<file path="src/rtl/wb_arbiter.sv">
// wb_arbiter: merges two ALU result pipes and an in-order load-result buffer onto
// two register-file write ports, with load cancellation and a starvation drain.
module wb_arbiter #(
    parameter int FIFO_DEPTH = 4,
    parameter int STARVE_LIM = 8
) (
    input  logic        clk,
    input  logic        rst_n,
    input  logic        alu1_valid,
    input  logic [4:0]  alu1_reg,
    input  logic [31:0] alu1_data,
    input  logic        alu2_valid,
    input  logic [4:0]  alu2_reg,
    input  logic [31:0] alu2_data,
    input  logic        mem_valid,
    input  logic [4:0]  mem_reg,
    input  logic [31:0] mem_data,
    output logic        mem_ready,
    output logic        WE1,
    output logic        WE2,
    output logic [4:0]  WriteReg1,
    output logic [4:0]  WriteReg2,
    output logic [31:0] ResultW1,
    output logic [31:0] ResultW2,
    output logic [31:0] pending_mask,
    output logic        stall_alu,
    output logic [0:0]  dbg_state
);

    localparam int PW = (FIFO_DEPTH > 1) ? $clog2(FIFO_DEPTH) : 1;
    localparam int CW = $clog2(FIFO_DEPTH + 1);
    localparam int SW = $clog2(STARVE_LIM + 1);
    localparam logic [CW-1:0] DEPTH_C = CW'(FIFO_DEPTH);
    localparam logic [SW-1:0] LIM_M1  = SW'(STARVE_LIM - 1);

    localparam logic [0:0] NORMAL = 1'b0;
    localparam logic [0:0] DRAIN  = 1'b1;

    logic [4:0]            ent_reg  [FIFO_DEPTH];
    logic [31:0]           ent_data [FIFO_DEPTH];
    logic [FIFO_DEPTH-1:0] ent_live;
    logic [PW-1:0]         rd_ptr;
    logic [PW-1:0]         wr_ptr;
    logic [CW-1:0]         count;

    logic [FIFO_DEPTH-1:0] occupied;
    logic [FIFO_DEPTH-1:0] live_eff;
    logic [FIFO_DEPTH-1:0] live_next;
    logic [31:0]           pend_next;
    logic [CW-1:0]         count_next;
    logic [PW-1:0]         h0;
    logic [PW-1:0]         h1;
    logic                  push;
    logic                  has_live;

    logic                  pop0;
    logic                  pop1;
    logic                  use1;
    logic                  use2;
    logic [PW-1:0]         slot1;
    logic [PW-1:0]         slot2;
    logic                  p1_open;
    logic                  p2_open;

    logic                  p1_we;
    logic                  p2_we;
    logic [4:0]            p1_reg;
    logic [4:0]            p2_reg;
    logic [31:0]           p1_data;
    logic [31:0]           p2_data;
    logic                  waw;

    logic [0:0]            state;
    logic [0:0]            state_next;
    logic [SW-1:0]         cnt;
    logic [SW-1:0]         cnt_next;
    logic                  stall_next;

    assign h0 = rd_ptr;
    assign h1 = rd_ptr + PW'(1);

    // A buffered load is killed when an ALU result for the same register is
    // retiring now: that ALU write is guaranteed younger than the load.
    for (genvar g = 0; g < FIFO_DEPTH; g++) begin : g_slot
        logic [PW-1:0] off;
        logic          kill;
        assign off         = PW'(g) - rd_ptr;
        assign occupied[g] = CW'(off) < count;
        assign kill        = (alu1_valid && (ent_reg[g] == alu1_reg)) ||
                             (alu2_valid && (ent_reg[g] == alu2_reg));
        assign live_eff[g] = ent_live[g] && occupied[g] && !kill;
    end

    assign has_live = |live_eff;

    // Walk the two oldest entries in order: dead ones are dropped for free,
    // live ones take the oldest still-open port, and a blocked live entry stops the walk.
    always_comb begin
        p1_open = !alu1_valid;
        p2_open = !alu2_valid;
        pop0    = 1'b0;
        pop1    = 1'b0;
        use1    = 1'b0;
        use2    = 1'b0;
        slot1   = h0;
        slot2   = h0;
        if (count >= CW'(1)) begin
            if (!live_eff[h0]) begin
                pop0 = 1'b1;
            end else if (p1_open) begin
                pop0    = 1'b1;
                use1    = 1'b1;
                slot1   = h0;
                p1_open = 1'b0;
            end else if (p2_open) begin
                pop0    = 1'b1;
                use2    = 1'b1;
                slot2   = h0;
                p2_open = 1'b0;
            end
        end
        if (pop0 && (count >= CW'(2))) begin
            if (!live_eff[h1]) begin
                pop1 = 1'b1;
            end else if (p1_open) begin
                pop1    = 1'b1;
                use1    = 1'b1;
                slot1   = h1;
                p1_open = 1'b0;
            end else if (p2_open) begin
                pop1    = 1'b1;
                use2    = 1'b1;
                slot2   = h1;
                p2_open = 1'b0;
            end
        end
    end

    always_comb begin
        p1_we   = 1'b0;
        p1_reg  = 5'd0;
        p1_data = 32'd0;
        if (alu1_valid) begin
            p1_we   = (alu1_reg != 5'd0);
            p1_reg  = alu1_reg;
            p1_data = alu1_data;
        end else if (use1) begin
            p1_we   = 1'b1;
            p1_reg  = ent_reg[slot1];
            p1_data = ent_data[slot1];
        end
    end

    always_comb begin
        p2_we   = 1'b0;
        p2_reg  = 5'd0;
        p2_data = 32'd0;
        if (alu2_valid) begin
            p2_we   = (alu2_reg != 5'd0);
            p2_reg  = alu2_reg;
            p2_data = alu2_data;
        end else if (use2) begin
            p2_we   = 1'b1;
            p2_reg  = ent_reg[slot2];
            p2_data = ent_data[slot2];
        end
    end

    // Port 2 always carries the younger value, so it wins a same-register collision.
    assign waw = p1_we && p2_we && (p1_reg == p2_reg);

    // mem_valid/mem_ready: a load transfers on a rising edge where both are high;
    // mem_valid may be held while mem_ready is low; register-0 loads transfer but are dropped.
    assign push       = mem_valid && mem_ready && (mem_reg != 5'd0) && (count < DEPTH_C);
    assign count_next = count + CW'(push) - CW'(pop0) - CW'(pop1);

    always_comb begin
        live_next = live_eff;
        if (pop0) live_next[h0] = 1'b0;
        if (pop1) live_next[h1] = 1'b0;
        if (push) live_next[wr_ptr] = 1'b1;
    end

    always_comb begin
        pend_next = 32'd0;
        for (int i = 0; i < FIFO_DEPTH; i++) begin
            if (live_next[i]) begin
                pend_next[(push && (wr_ptr == PW'(i))) ? mem_reg : ent_reg[i]] = 1'b1;
            end
        end
    end

    always_ff @(posedge clk or negedge rst_n) begin
        if (!rst_n) begin
            rd_ptr   <= '0;
            wr_ptr   <= '0;
            count    <= '0;
            ent_live <= '0;
        end else begin
            rd_ptr   <= rd_ptr + PW'(pop0) + PW'(pop1);
            wr_ptr   <= wr_ptr + PW'(push);
            count    <= count_next;
            ent_live <= live_next;
        end
    end

    always_ff @(posedge clk) begin
        if (push) begin
            ent_reg[wr_ptr]  <= mem_reg;
            ent_data[wr_ptr] <= mem_data;
        end
    end

    // Starvation: consecutive cycles where both ALUs hold the ports while a live load waits.
    always_comb begin
        state_next = state;
        cnt_next   = cnt;
        stall_next = 1'b0;
        case (state)
            NORMAL: begin
                if (alu1_valid && alu2_valid && has_live) begin
                    if (cnt >= LIM_M1) begin
                        state_next = DRAIN;
                        stall_next = 1'b1;
                        cnt_next   = '0;
                    end else begin
                        cnt_next = cnt + SW'(1);
                    end
                end else begin
                    cnt_next = '0;
                end
            end
            default: begin
                state_next = NORMAL;
                cnt_next   = '0;
            end
        endcase
    end

    always_ff @(posedge clk or negedge rst_n) begin
        if (!rst_n) begin
            state <= NORMAL;
            cnt   <= '0;
        end else begin
            state <= state_next;
            cnt   <= cnt_next;
        end
    end

    assign dbg_state = state;

    always_ff @(posedge clk or negedge rst_n) begin
        if (!rst_n) begin
            WE1          <= 1'b0;
            WE2          <= 1'b0;
            WriteReg1    <= 5'd0;
            WriteReg2    <= 5'd0;
            ResultW1     <= 32'd0;
            ResultW2     <= 32'd0;
            mem_ready    <= 1'b0;
            pending_mask <= 32'd0;
            stall_alu    <= 1'b0;
        end else begin
            WE1          <= p1_we && !waw;
            WE2          <= p2_we;
            WriteReg1    <= p1_reg;
            WriteReg2    <= p2_reg;
            ResultW1     <= p1_data;
            ResultW2     <= p2_data;
            mem_ready    <= (count_next < DEPTH_C);
            pending_mask <= pend_next;
            stall_alu    <= stall_next;
        end
    end

endmodule

</file>
<file path="config.mk">
export PLATFORM = sky130hd
export DESIGN_NAME = wb_arbiter
export DESIGN_NICKNAME = d
export VERILOG_FILES = /design/src/rtl/wb_arbiter.sv
export SDC_FILE = /design/constraint.sdc
export NUM_CORES = 1
export LEC_CHECK = 0
export BUFFER_PORTS_ARGS = -buffer_cell sky130_fd_sc_hd__buf_2
export CAP_MARGIN = 15
export CORE_ASPECT_RATIO = 0.8
export CORE_MARGIN = 8
export CORE_UTILIZATION = 55
export DETAILED_ROUTE_END_ITERATION = 12
export GPL_ROUTABILITY_DRIVEN = 0
export GPL_TIMING_DRIVEN = 0
export PLACE_DENSITY = 0.74
export REMOVE_ABC_BUFFERS = 1
export SLEW_MARGIN = 30
export SYNTH_ARGS = -nofsm -noshare
export SYNTH_HDL_FRONTEND = slang
export SYNTH_SLANG_ARGS = --single-unit
</file>
<file path="constraint.sdc">
create_clock -name clk -period 9.34 [get_ports clk]
set_input_delay 1.868 -clock clk [delete_from_list [all_inputs] [get_ports clk]]
set_output_delay 1.868 -clock clk [all_outputs]
set_load 0.02 [all_outputs]
</file>
After elaboration in Yosys (flattened, before gate mapping)
Memory sizes are Yosys's and may differ from the RTL's.
Cells that the tools add are included.
- RAM bits: 148
- memories: 2
- flip-flop bits (word level): 125
- input bits: 116
- output and inout bits: 111
- logic and storage cells: 207
- order comparisons: 23
- reduce and logical (&&, ||, !) cells: 52
- multiplexer cells: 84
- bitwise operators: 8
- $add $sub $neg: 12
- eq/ne operators: 12
- memories (memory ; words ; width ; read ports ; clocked after memory_dff ; wr ports ; line ; RTL):
    ent_data ; 4 ; 32 ; 2 ; 0 ; 1 ; 40 ; logic [31:0] ent_data [FIFO_DEPTH];
    ent_reg ; 4 ; 5 ; 6 ; 0 ; 1 ; 39 ; logic [4:0] ent_reg [FIFO_DEPTH];
- operators by type and width (operator ; count):
    32-bit two-way mux ; 8
    32-bit bitwise OR ; 3
    1-bit two-way mux ; 46
    5-bit == test ; 9
    5-bit two-way mux ; 8
    1-bit logical AND ; 36
    5-bit by 6-bit < comparator with 1-bit output (second input constant) ; 4
    4-bit two-way mux ; 6
    1-bit demux with 5-bit select ; 4
    5-bit by 1-bit >= comparator with 1-bit output (second input constant) ; 4
    5-bit nonzero test ; 3
    2-bit two-way mux ; 7
    2-bit by 3-bit < comparator with 1-bit output ; 4
    2-bit by 3-bit < comparator with 1-bit output (second input constant) ; 3
    4-bit bitwise AND ; 2
    4-bit NOT ; 2
    1-bit logical NOT ; 7
    2-bit by 1-bit adder with 2-bit output ; 3
    1-bit demux with 2-bit select ; 3
    2-bit by 1-bit >= comparator with 1-bit output (second input constant) ; 3
    3-bit < comparator (second input constant) ; 2
    3-bit by 1-bit subtractor with 3-bit output ; 2
    4-bit by 1-bit adder with 4-bit output (second input constant) ; 1
    1-bit binary-select mux with 2-bit select ; 2
    other kinds (13) ; 19

Logic depth before layout (Yosys ltp)
Gate-level depths: netlist of run 1.
- depth after elaboration: 23
- gate-level depth with buffers: 21
- gate-level depth less buffers: 18

Least setup slack after synthesis of run 1
OpenSTA, ideal clock, no wires.
- kind: input -> register
- start point: input alu2_reg[1]
- end point: register mem_ready
- cell stages on the path: 17
- buffers on the path: 1
- data required time: 9.219 ns
- data arrival time: 4.853 ns
- setup time: 0.121 ns
- path slack: 4.366 ns
- cells stage by stage: buf_2 xor2_1 nor4_1 nand3_1 o2111a_1 mux4_2 a31oi_1 inv_1 nor2_1 ha_1 nor2_1 ha_1 inv_1 ha_1 xnor2_1 xnor2_1 inv_1
- longest elaborated chain between the ends: 15
- elaborated cells between the ends (all ways): 38
- those cells by class: add/sub: 2; order compare: 1; eq/ne: 4; mux: 14; reduce/logical: 17
- ends and longest elaborated chain (item ; line ; RTL):
    from (decl) ; 13 ; input logic [4:0] alu2_reg,
    5-bit == test ; 90 ; (alu2_valid && (ent_reg[g] == alu2_reg));
    1-bit logical AND ; 90 ;
    1-bit logical OR ; 89 ; assign kill = (alu1_valid && (ent_reg[g] == alu1_reg)) ||
    1-bit logical NOT ; 91 ; assign live_eff[g] = ent_live[g] && occupied[g] && !kill;
    1-bit logical AND ; 91 ;
    1-bit binary-select mux with 2-bit select ; 108 ; if (!live_eff[h0]) begin
    1-bit two-way mux (implied by the code) ; 108 ;
    1-bit two-way mux ; 108 ;
    1-bit two-way mux ; 107 ; if (count >= CW'(1)) begin
    1-bit two-way mux ; 130 ; end else if (p2_open) begin
    1-bit two-way mux ; 125 ; end else if (p1_open) begin
    1-bit two-way mux ; 123 ; if (!live_eff[h1]) begin
    1-bit two-way mux ; 122 ; if (pop0 && (count >= CW'(2))) begin
    3-bit by 1-bit subtractor with 3-bit output * ; 175 ; assign count_next = count + CW'(push) - CW'(pop0) - CW'(pop1);
    named net count_next[2] ; 50 ; logic [CW-1:0] count_next;
    3-bit < comparator * ; 270 ; mem_ready <= (count_next < DEPTH_C);
    to (signal assigned) ; 270 ;
    to (decl) ; 18 ; output logic mem_ready,
Mark *: on every way through the listed nets, which the timed path passes. The rest lies on a longest branch. The select of a mux whose other input is x is not followed.

Final worst setup path of run 1
- start point: register rd_ptr[1], in the netlist h0[1]
- end point: register WE1
- longest elaborated chain between the ends: 19
- elaborated cells between the ends (all ways): 60
- those cells by class: add/sub: 5; order compare: 4; eq/ne: 1; mux: 36; reduce/logical: 13; memory: 1
- ends and longest elaborated chain (item ; line ; RTL):
    from (decl) ; 42 ; logic [PW-1:0] rd_ptr;
    from (signal assigned) ; 200 ; rd_ptr <= rd_ptr + PW'(pop0) + PW'(pop1);
    1-bit by 2-bit subtractor with 2-bit output or 2-bit subtractor (tied branches) ; 87 ; assign off = PW'(g) - rd_ptr;
    2-bit by 3-bit < comparator with 1-bit output ; 88 ; assign occupied[g] = CW'(off) < count;
    1-bit logical AND (2 in a row) ; 91 ;
    1-bit binary-select mux with 2-bit select ; 108 ;
    1-bit two-way mux (implied by the code) ; 108 ;
    1-bit two-way mux ; 108 ;
    1-bit two-way mux ; 107 ;
    2-bit two-way mux ; 130 ;
    (+3 left out) ; - ;
    memory read 4 x 5 bit ; - ;
    5-bit two-way mux * ; 162 ; end else if (use2) begin
    5-bit two-way mux * ; 158 ; if (alu2_valid) begin
    named net p2_reg[3] ; 68 ; logic [4:0] p2_reg;
    5-bit == test * ; 170 ; assign waw = p1_we && p2_we && (p1_reg == p2_reg);
    1-bit logical AND * ; 170 ;
    1-bit logical NOT * ; 264 ; WE1 <= p1_we && !waw;
    1-bit logical AND * ; 264 ;
    to (signal assigned) ; 264 ;
    to (decl) ; 19 ; output logic WE1,
Marked as above.

==> run_results.csv, run 1 <==
group,metric,value,unit
hold_path,hp-class,"flop to flop",
critical_path,crit_fanout,16,
hold_path,hold_start,"cnt[0]$_DFF_PN0_",
clocking,cts.clk_slew.worst_paths,0.06,ns
global_route,antenna_found_initial,11,
synthesis,synthArstFlopShare,45.8,%
clocking,post-cts-setup-buffers,0,
floorplanning,dieHeight,156,um
synthesis,avgSynthCellArea,14.0,um2
detailed_routing,drtIter0Drc,1212,
critical_path,cp.arrival,6.62,ns
sta,finalCriticalPeriod,6.21,ns
placed_design,io_buffers,226,
global_route,grt_use_total,24.9,%
final_layout,largest_reg_flops,128,
status,outcome,"finished clean",
synthesis,synth_cell_types,69,
global_route,grt_pass1_vias,9855,
floorplanning,fp.dieW,191,um
sta,fmax,0.161,GHz
detailed_routing,drt-total-wl,37500,um
final_layout,fill_cells,1728,
flow_run,cap_violations,0,
final_layout,design_area,15900,um2
sta,worst_pin_slew,1.12,ns
sta,setup_slack,3.13,ns
placed_design,post_dp_cell_area,14900,um2
floorplanning,core,24100,um2
floorplanning,die_area,29600,um2
global_route,gr-total-overflow,0,
sta,maxSlewViolCount,0,
sta,skew,0.00882,ns
global_route,grt_max_degree,74,
critical_path,critical_path_class,"flop to flop",
critical_path,r2r-start,"h0[1]$_DFF_PN0_",
clocking,root_buffer,"clkbuf_16",
power_and_ir_drop,ir_drop,0.199,mV
final_layout,drive_gt1_share,33.8,%
detailed_routing,met1_length,14600,um
synthesis,ys_seq_elements,273,
clocking,clock_sinks,273,
synthesis,yosys_warnings,0,
clocking,post_cts_resized,0,
final_layout,nNetsFinal,1286,
placed_design,dp_hpwl,26100,um
final_layout,largest-register,"ent_data",
clocking,holdBufCountCts,0,
clocking,cts_buffers,28,
floorplanning,placementRows,51,
critical_path,crit_required,9.75,ns
critical_path,path_cells,"inv_1 -> ha_1 -> inv_2 -> ha_1 -> a21oi_1 -> o2111ai_1 -> mux4_2 -> xnor2_4 -> nand3_4 -> mux2i_4 -> a2111oi_0 -> o21ai_1 -> xor2_1 -> o41a_1",
global_route,grt_pass1_wl,57400,um
floorplanning,ios,227,
detailed_routing,route.met2.wl,17100,um
floorplanning,start_util,55.6,%
critical_path,worst-path-buf-inv,2,
detailed_routing,route.detailed.drc,0,
synthesis,synthCells,958,
placed_design,post-place-ws,3.24,ns
clocking,clock_latency,0.54,ns
sta,rsz0062_at_grt,"false",
detailed_routing,wl_per_cell,25.0,um
synthesis,netlist_area,13400,um2
final_layout,area_growth,19.0,%
critical_path,cp_common_cell,"ha_1",
sta,slew_headroom,25.2,%
synthesis,yosysSeqAreaShare,56.5,%
clocking,cts_buffer_depth,3,
critical_path,slowest_delay,0.90,ns
sta,setup_viol,0,
clocking,tritoncts,"done",
detailed_routing,met3_wirelength,4480,um
detailed_routing,vias,9708,
sta,hold_viol,0,
detailed_routing,viasPerCell,6.46,
critical_path,setup.worst_path.start,"h0[1]$_DFF_PN0_",
final_layout,multi_input_area,5370,um2
detailed_routing,routed.top_layer,"met5",
critical_path,cpLargestDelayFamily,"compound AO/OA/AOI/OAI gates",
critical_path,crit_slowest_cell,"ha_1",
clocking,h-tree-depth,1,
final_layout,seqCellArea,7570,um2
synthesis,synthFlopType,"edfxtp_1",
sta,min_period_over_period,66.5,%
synthesis,synth_edf_count,148,
critical_path,end_kind,"flop",
detailed_routing,postRouteAntennaNets,0,
power_and_ir_drop,power_density,281,nW/um2
power_and_ir_drop,leakagePower,6.46,nW
detailed_routing,dr.pass1.iters,5,
critical_path,cp-start-kind,"flop",
sta,whs,0.454,ns
[through the flow]
stage	cells	utilization [%]	TNS (ns)	power, mW
final	1502	66.1	0	4.49
after global placement	1423	60.1	-0.00971	3.21
after floorplan	879	-	0	2.68
after detailed placement	1443	62.0	0	3.32
after global routing	1498	66.1	0	4.69
after CTS	1495	66.0	0	4.50
[path summary, 6_finish.rpt]
check | slack (ns) | depth (start not counted) | end
min in group asynchronous | 1.24 | 1 | mem_ready$_DFF_PN0_
setup / recovery | 3.13 | 14 | WE1$_DFF_PN0_
hold / removal | 0.45 | 1 | cnt[0]$_DFF_PN0_
max in group asynchronous | 7.43 | 2 | ResultW2[21]$_DFF_PN0_
setup reg to reg | 3.13 | 14 | WE1$_DFF_PN0_
hold reg to reg | 0.45 | 1 | cnt[0]$_DFF_PN0_
[kinds of logic after synthesis]
logic type / after synthesis / synth area share [%]
compound gates: 226 / 13.4
xor+xnor: 52 / 3.68
fa+ha+maj: 16 / 1.54
buf+inv: 99 / 3.90
flops: 273 / 56.5
mux: 92 / 13.8
simple gates: 200 / 7.15
[power breakdown]
group	leakage, nW	internal, mW	switching [mW]
clock network	0.469	0.703	0.464
logic	3.02	0.785	0.975
registers	2.97	1.43	0.125
total	6.46	2.92	1.56
[Yosys cell counts, drive strengths merged (6+ instances only)]
library cell  instances  area share (%)
a21oi                10            0.37
a22o                 66             4.3
a22oi                34             1.9
a31oi                 9            0.42
buf                  48             2.4
clkbuf               31            0.90
dfrtp               125              23
edfxtp              148              33
ha                   14             1.3
inv                  17            0.48
mux2i                15             1.1
mux4                 74              12
nand2                63             1.8
nand2b                9            0.42
nand3                23            0.99
nand3b                8            0.48
nor2                 58             1.6
nor3                  6            0.22
nor4                 11            0.51
o2111ai               6            0.39
o21ai                27             1.0
o221ai               35             2.3
o22ai                 7            0.33
or2                   6            0.28
xnor2                16             1.3
xor2                 36             2.4
[cell type report]
type	count	area share (%)
inverters	20	0.549
repair buffers	246	9.59
diodes	7	0.110
flip-flops and latches	273	47.5
multi-input cells	586	33.7
clock inverters	17	1.49
well taps	318	2.49
clock buffers	35	4.62
[layout by cell type, fill, tap and decap left out, types with 8 or more instances in the layout]
master,instances
mux4_2,74
nand2b_1,9
nor2_1,58
nand2_1,62
a22o_1,66
nor4_1,11
ha_1,14
buf_8,8
xnor2_1,13
edfxtp_1,148
dfrtp_1,124
a21oi_1,9
o221ai_1,35
buf_2,223
clkbuf_16,28
nand3_1,21
xor2_1,36
a22oi_1,34
o21ai_0,21
mux2i_1,14
inv_1,14
buf_16,8
[layer usage]
layer / up-vias / GRT usage [%]
met4: 10 / 8.63
met5: - / 0
met3: 100 / 6.86
met2: 606 / 38.4
met1: 4811 / 33.8
li1: 4181 / -
No activity file was read; power rests on OpenSTA's default activity.
==> inputs of run 2 (changes only) <==
==> constraint.sdc (replaced) <==
create_clock -name clk -period 6.2 [get_ports clk]
set_input_delay 1.24 -clock clk [delete_from_list [all_inputs] [get_ports clk]]
set_output_delay 1.24 -clock clk [all_outputs]
set_load 0.02 [all_outputs]
==> run 2 against run 1 <==
Effect of this change:
- clock skew fell by 0.00055 ns
- global-route usage is the same
- largest power group unchanged
- routed wire length down 0.29%
- non-clock buffer count unchanged
- combinational power up 51%
- die area is the same
- first-iteration DRC count fell by 4.1%
==> run_results.csv, run 2 (synthesized netlist as in run 1, its figures left out) <==
group,metric,value,unit
status,outcome,"finished clean",
clocking,post-cts-setup-buffers,0,
clocking,cts.clk_slew.worst_paths,0.06,ns
clocking,root_buffer,"clkbuf_16",
global_route,grt_pass1_vias,9855,
sta,whs,0.454,ns
critical_path,crit_fanout,16,
flow_run,cap_violations,0,
floorplanning,die_area,29600,um2
hold_path,hold_path_end,"cnt[0]$_DFF_PN0_",
floorplanning,dieHeight,156,um
final_layout,design_area,16000,um2
global_route,gr-usage-met1,33.8,%
critical_path,crit_required,6.61,ns
power_and_ir_drop,power.total,6.76,mW
critical_path,slowest_delay,0.89,ns
global_route,grt_pass1_wl,57400,um
sta,skew,0.00827,ns
hold_path,hp-class,"flop to flop",
clocking,h-tree-depth,1,
final_layout,layout_commonest_cell,"buf_2",
sta,maxSlewViolCount,0,
global_route,antenna_found_initial,11,
critical_path,crit_slowest_cell,"dfrtp_1",
clocking,cts_buffer_depth,3,
global_route,gr-total-overflow,0,
final_layout,drive_gt1_share,33.9,%
floorplanning,core,24100,um2
sta,setup_viol,0,
sta,finalCriticalPeriod,6.04,ns
critical_path,reg2reg_depth,14,
sta,min_period_over_period,97.3,%
sta,fin_setup_tns,0,ns
global_route,grt_use_total,24.9,%
clocking,cts_buffers,28,
sta,hold_viol,0,
detailed_routing,viasPerCell,6.42,
detailed_routing,vias,9648,
critical_path,end_kind,"flop",
sta,fmax,0.166,GHz
final_layout,area_growth,19.0,%
power_and_ir_drop,ir_drop,0.301,mV
detailed_routing,postRouteAntennaNets,0,
power_and_ir_drop,power_density,424,nW/um2
clocking,holdBufCountCts,0,
placed_design,io_buffers,226,
detailed_routing,dr.pass1.iters,6,
sta,worst_pin_slew,1.10,ns
global_route,busiest_layer,"met2",
critical_path,critical_path_class,"flop to flop",
placed_design,dp_hpwl,26100,um
clocking,clock_latency,0.54,ns
critical_path,cp-start-kind,"flop",
detailed_routing,wl_per_cell,24.9,um
clocking,post_cts_resized,0,
global_route,met3_usage,6.86,%
floorplanning,placementRows,51,
hold_path,hold_start,"cnt[0]$_DFF_PN0_",
global_route,met2_usage,38.4,%
detailed_routing,route.detailed.drc,0,
final_layout,final_cell_mix,"buf_2, edfxtp_1, dfrtp_1",
critical_path,path_cells,"inv_1 -> ha_2 -> inv_2 -> ha_1 -> a21oi_1 -> o2111ai_1 -> mux4_2 -> xnor2_4 -> nand3_4 -> mux2i_4 -> a2111oi_0 -> o21ai_1 -> xor2_1 -> o41a_1",
detailed_routing,drt-total-wl,37400,um
clocking,tritoncts,"done",
power_and_ir_drop,leakagePower,6.46,nW
critical_path,rr_endpoint,"WE1$_DFF_PN0_",
global_route,grt_max_degree,74,
critical_path,r2r-start,"h0[1]$_DFF_PN0_",
final_layout,largest-register,"ent_data",
clocking,clock_sinks,273,
sta,slew_headroom,26.3,%
final_layout,largest_reg_flops,128,
floorplanning,start_util,55.6,%
critical_path,reg2reg_slack,0.16,ns
floorplanning,fp.dieW,191,um
hold_path,holdPathStages,1,
floorplanning,ios,227,
placed_design,post_dp_cell_area,14900,um2
final_layout,nNetsFinal,1286,
detailed_routing,drtIter0Drc,1162,
critical_path,cp.arrival,6.45,ns
==> run 2: how the worst max path moves through the flow <==
stage | slack, ns | end | cells after the start | startpoint
after global placement | -3.15 | WE1$_DFF_PN0_ | 14 | h0[0]$_DFF_PN0_
after floorplan | -0.56 | ResultW1[0]$_DFF_PN0_ | 11 | h0[0]$_DFF_PN0_
final | 0.16 | WE1$_DFF_PN0_ | 14 | h0[1]$_DFF_PN0_
after global routing | -0.009 | WE1$_DFF_PN0_ | 14 | h0[1]$_DFF_PN0_
after detailed placement | 0.1 | ResultW2[16]$_DFF_PN0_ | 14 | h0[1]$_DFF_PN0_
after CTS | 0.08 | ResultW2[16]$_DFF_PN0_ | 14 | h0[1]$_DFF_PN0_
==> run 2: metrics by stage <==
step,cells,util (%),worst slack (ns)
5_1_grt,1498,66.1,-0.00922
4_1_cts,1495,66.0,0.0776
2_1_floorplan,879,-,-0.562
3_3_place_gp,1423,60.1,-3.15
3_5_place_dp,1443,62.0,0.0979
6_report,1502,66.1,0.164
==> run 2: metal layers <==
layer  part of all wire [%]  vias to the layer above
li1                       -                     4184
met2                     46                      598
met4                    3.3                       10
met1                     39                     4762
met5                   0.17                        -
met3                     12                       94
==> run 2: critical path: cells and delay by family, from the launching register on <==
family | cells | cell delay, ns
AO/OA/AOI/OAI | 5 | 1.55
XOR/XNOR | 2 | 0.44
adder cells (fa/ha/maj) | 2 | 1.07
buffers and inverters | 2 | 0.70
flip-flops | 1 | 0.89
multiplexers | 2 | 0.99
AND/OR/NAND/NOR | 1 | 0.24
==> run 2: power by group <==
group | total [mW] | internal, mW | switching (mW)
Clock | 1.76 | 1.06 | 0.701
Sequential | 2.35 | 2.16 | 0.189
Combinational | 2.65 | 1.19 | 1.47
Total | 6.76 | 4.41 | 2.36
==> run 2: area by class of cell <==
cell class,count,area (um2)
fillers,1727,8170
flip-flops and latches,273,7570
multi-input cells,586,5370
repair buffers,246,1530
clock buffers,35,737
well taps,318,398
clock inverters,17,238
inverters,20,87.6
diodes,7,17.5
==> inputs of run 3 (changes only) <==
--- a/config.mk
+++ b/config.mk
@@ -5,15 +5,15 @@
 export SDC_FILE = /design/constraint.sdc
 export NUM_CORES = 1
 export LEC_CHECK = 0
-export BUFFER_PORTS_ARGS = -buffer_cell sky130_fd_sc_hd__buf_2
 export CAP_MARGIN = 15
 export CORE_ASPECT_RATIO = 0.8
 export CORE_MARGIN = 8
 export CORE_UTILIZATION = 55
 export DETAILED_ROUTE_END_ITERATION = 12
+export DONT_BUFFER_PORTS = 1
 export GPL_ROUTABILITY_DRIVEN = 0
 export GPL_TIMING_DRIVEN = 0
-export PLACE_DENSITY = 0.74
+export PLACE_DENSITY = 0.66
 export REMOVE_ABC_BUFFERS = 1
 export SLEW_MARGIN = 30
 export SYNTH_ARGS = -nofsm -noshare
==> constraint.sdc (replaced) <==
create_clock -name clk -period 5.6 [get_ports clk]
set_input_delay 1.12 -clock clk [delete_from_list [all_inputs] [get_ports clk]]
set_output_delay 1.12 -clock clk [all_outputs]
set_load 0.02 [all_outputs]
==> run 3 against run 2 <==
Effect of this change:
- critical endpoint is now pending_mask[18]$_DFF_PN0_
- critical path type unchanged
- sequential power is 19% higher
- die area stayed put
- via count is 6.9% lower
- global-route usage is 0.28 points lower
- routed wire length is 0.53% lower
- clock skew is 0.0098 ns higher
==> run_results.csv, run 3 (synthesized netlist as in run 1, its figures left out) <==
group,metric,value,unit
clocking,h-tree-depth,1,
global_route,grt_pass1_wl,56400,um
detailed_routing,wl_per_cell,29.3,um
final_layout,drive_gt1_share,18.2,%
critical_path,end_kind,"flop",
placed_design,io_buffers,0,
critical_path,r2r-start,"h0[1]$_DFF_PN0_",
sta,finalCriticalPeriod,5.49,ns
detailed_routing,dr.pass1.iters,7,
clocking,clock_latency,0.56,ns
sta,fmax,0.182,GHz
sta,skew,0.0180,ns
final_layout,fill_cells,1803,
final_layout,design_area,14800,um2
power_and_ir_drop,ir_drop,0.290,mV
detailed_routing,viasPerCell,7.08,
critical_path,crit_required,6.05,ns
floorplanning,ios,227,
critical_path,setup.worst_path.start,"h0[1]$_DFF_PN0_",
detailed_routing,postRouteAntennaNets,0,
sta,min_period_over_period,98.1,%
floorplanning,start_util,55.6,%
final_layout,layout_commonest_cell,"edfxtp_1",
hold_path,hp-class,"input pin to async pin",
power_and_ir_drop,leakagePower,5.44,nW
status,outcome,"finished clean",
final_layout,nNetsFinal,1059,
critical_path,crit_fanout,16,
critical_path,critical_path_class,"flop to flop",
placed_design,dp_hpwl,25800,um
global_route,grt_pass1_vias,9384,
global_route,grt_use_total,24.7,%
clocking,root_buffer,"clkbuf_16",
sta,hold_viol,0,
sta,worst_pin_slew,1.03,ns
critical_path,cp.arrival,5.94,ns
power_and_ir_drop,power_density,488,nW/um2
flow_run,cap_violations,0,
sta,setup_viol,0,
detailed_routing,drt-total-wl,37200,um
sta,rsz0062_at_grt,"false",
placed_design,post_dp_cell_area,13800,um2
clocking,tritoncts,"done",
floorplanning,fp.dieW,191,um
sta,maxSlewViolCount,0,
clocking,cts_buffer_depth,3,
final_layout,n_antenna_cell,0,
floorplanning,placementRows,51,
placed_design,post-place-ws,-0.626,ns
clocking,cts.clk_slew.worst_paths,0.07,ns
global_route,gr-total-overflow,0,
global_route,antenna_found_initial,1,
final_layout,largest_reg_flops,128,
floorplanning,core,24100,um2
detailed_routing,vias,8981,
detailed_routing,route.detailed.drc,0,
final_layout,largest-register,"ent_data",
clocking,cts_buffers,28,
critical_path,reg2reg_depth,14,
clocking,clock_sinks,273,
floorplanning,dieHeight,156,um
detailed_routing,drtIter0Drc,943,
critical_path,rr_endpoint,"pending_mask[18]$_DFF_PN0_",
sta,slew_headroom,30.9,%
final_layout,final_cell_mix,"edfxtp_1, dfrtp_1, mux4_2",
global_route,grt_max_degree,126,
floorplanning,die_area,29600,um2
critical_path,reg2reg_slack,0.11,ns
critical_path,cp-start-kind,"flop",
power_and_ir_drop,power.total,7.20,mW
final_layout,area_growth,10.2,%
sta,setup_slack,0.107,ns
-- run 3: area by class of cell --
type	count	area, um2	area share (%)
tap	318	398	2.69
clock inverter	7	85.1	0.576
multi-input combinational	586	5390	36.5
timing repair buffer	19	402	2.72
inverter	20	87.6	0.593
clock buffer	45	836	5.66
sequential	273	7580	51.3
-- run 3: worst max-delay path by stage --
stage | endpoint | slack [ns] | cells after the start
floorplan | ResultW1[0]$_DFF_PN0_ | -1.16 | 11
global placement | WE1$_DFF_PN0_ | -3.52 | 14
detailed placement | WE1$_DFF_PN0_ | -0.63 | 14
CTS | WE1$_DFF_PN0_ | 0.05 | 14
global route | pending_mask[17]$_DFF_PN0_ | 0.03 | 14
finish | pending_mask[18]$_DFF_PN0_ | 0.11 | 14
-- run 3: worst max-delay path, cell delays in order (launching register included) --
cell and delay (ns):
dfrtp_2 0.64, inv_1 0.37, ha_4 0.52, inv_2 0.16, ha_1 0.31, a21oi_1 0.24, o2111a_1 0.26, mux4_2 0.42
nor2_1 0.07, o211a_1 0.31, a221oi_1 0.66, nand3b_1 0.22, o22ai_1 0.78, a22oi_1 0.26, o221ai_1 0.16
-- run 3: power by group --
group | internal (mW) | switching, mW
clock network | 1.07 | 0.755
logic | 1.25 | 1.34
registers | 2.40 | 0.398
-- run 3: what timing repair did --
item | in CTS | in global routing
gates resized for setup | 4 | 3
endpoints found under the setup margin | 87 | 54
hold buffers | 0 | 0
setup buffers | 0 | 0
-- run 3: layer usage --
layer	share of wire (%)	routed length, um	global-route usage (%)
met5	0.032	12	0.697
met4	2.9	1070	7.56
met3	11	4240	8.27
met2	49	18100	40.1
met1	37	13800	30.9
-- run 3: through the flow --
stage	utilization, %	cells	setup TNS (ns)	hold WS, ns
finish	61.2	1268	0	0.272
global route	61.2	1268	0	0.241
CTS	61.1	1268	0	0.240
detailed placement	57.3	1216	-21.79	0.464
global placement	55.4	1197	-222.88	0.438
floorplan	-	879	-51.10	0.424
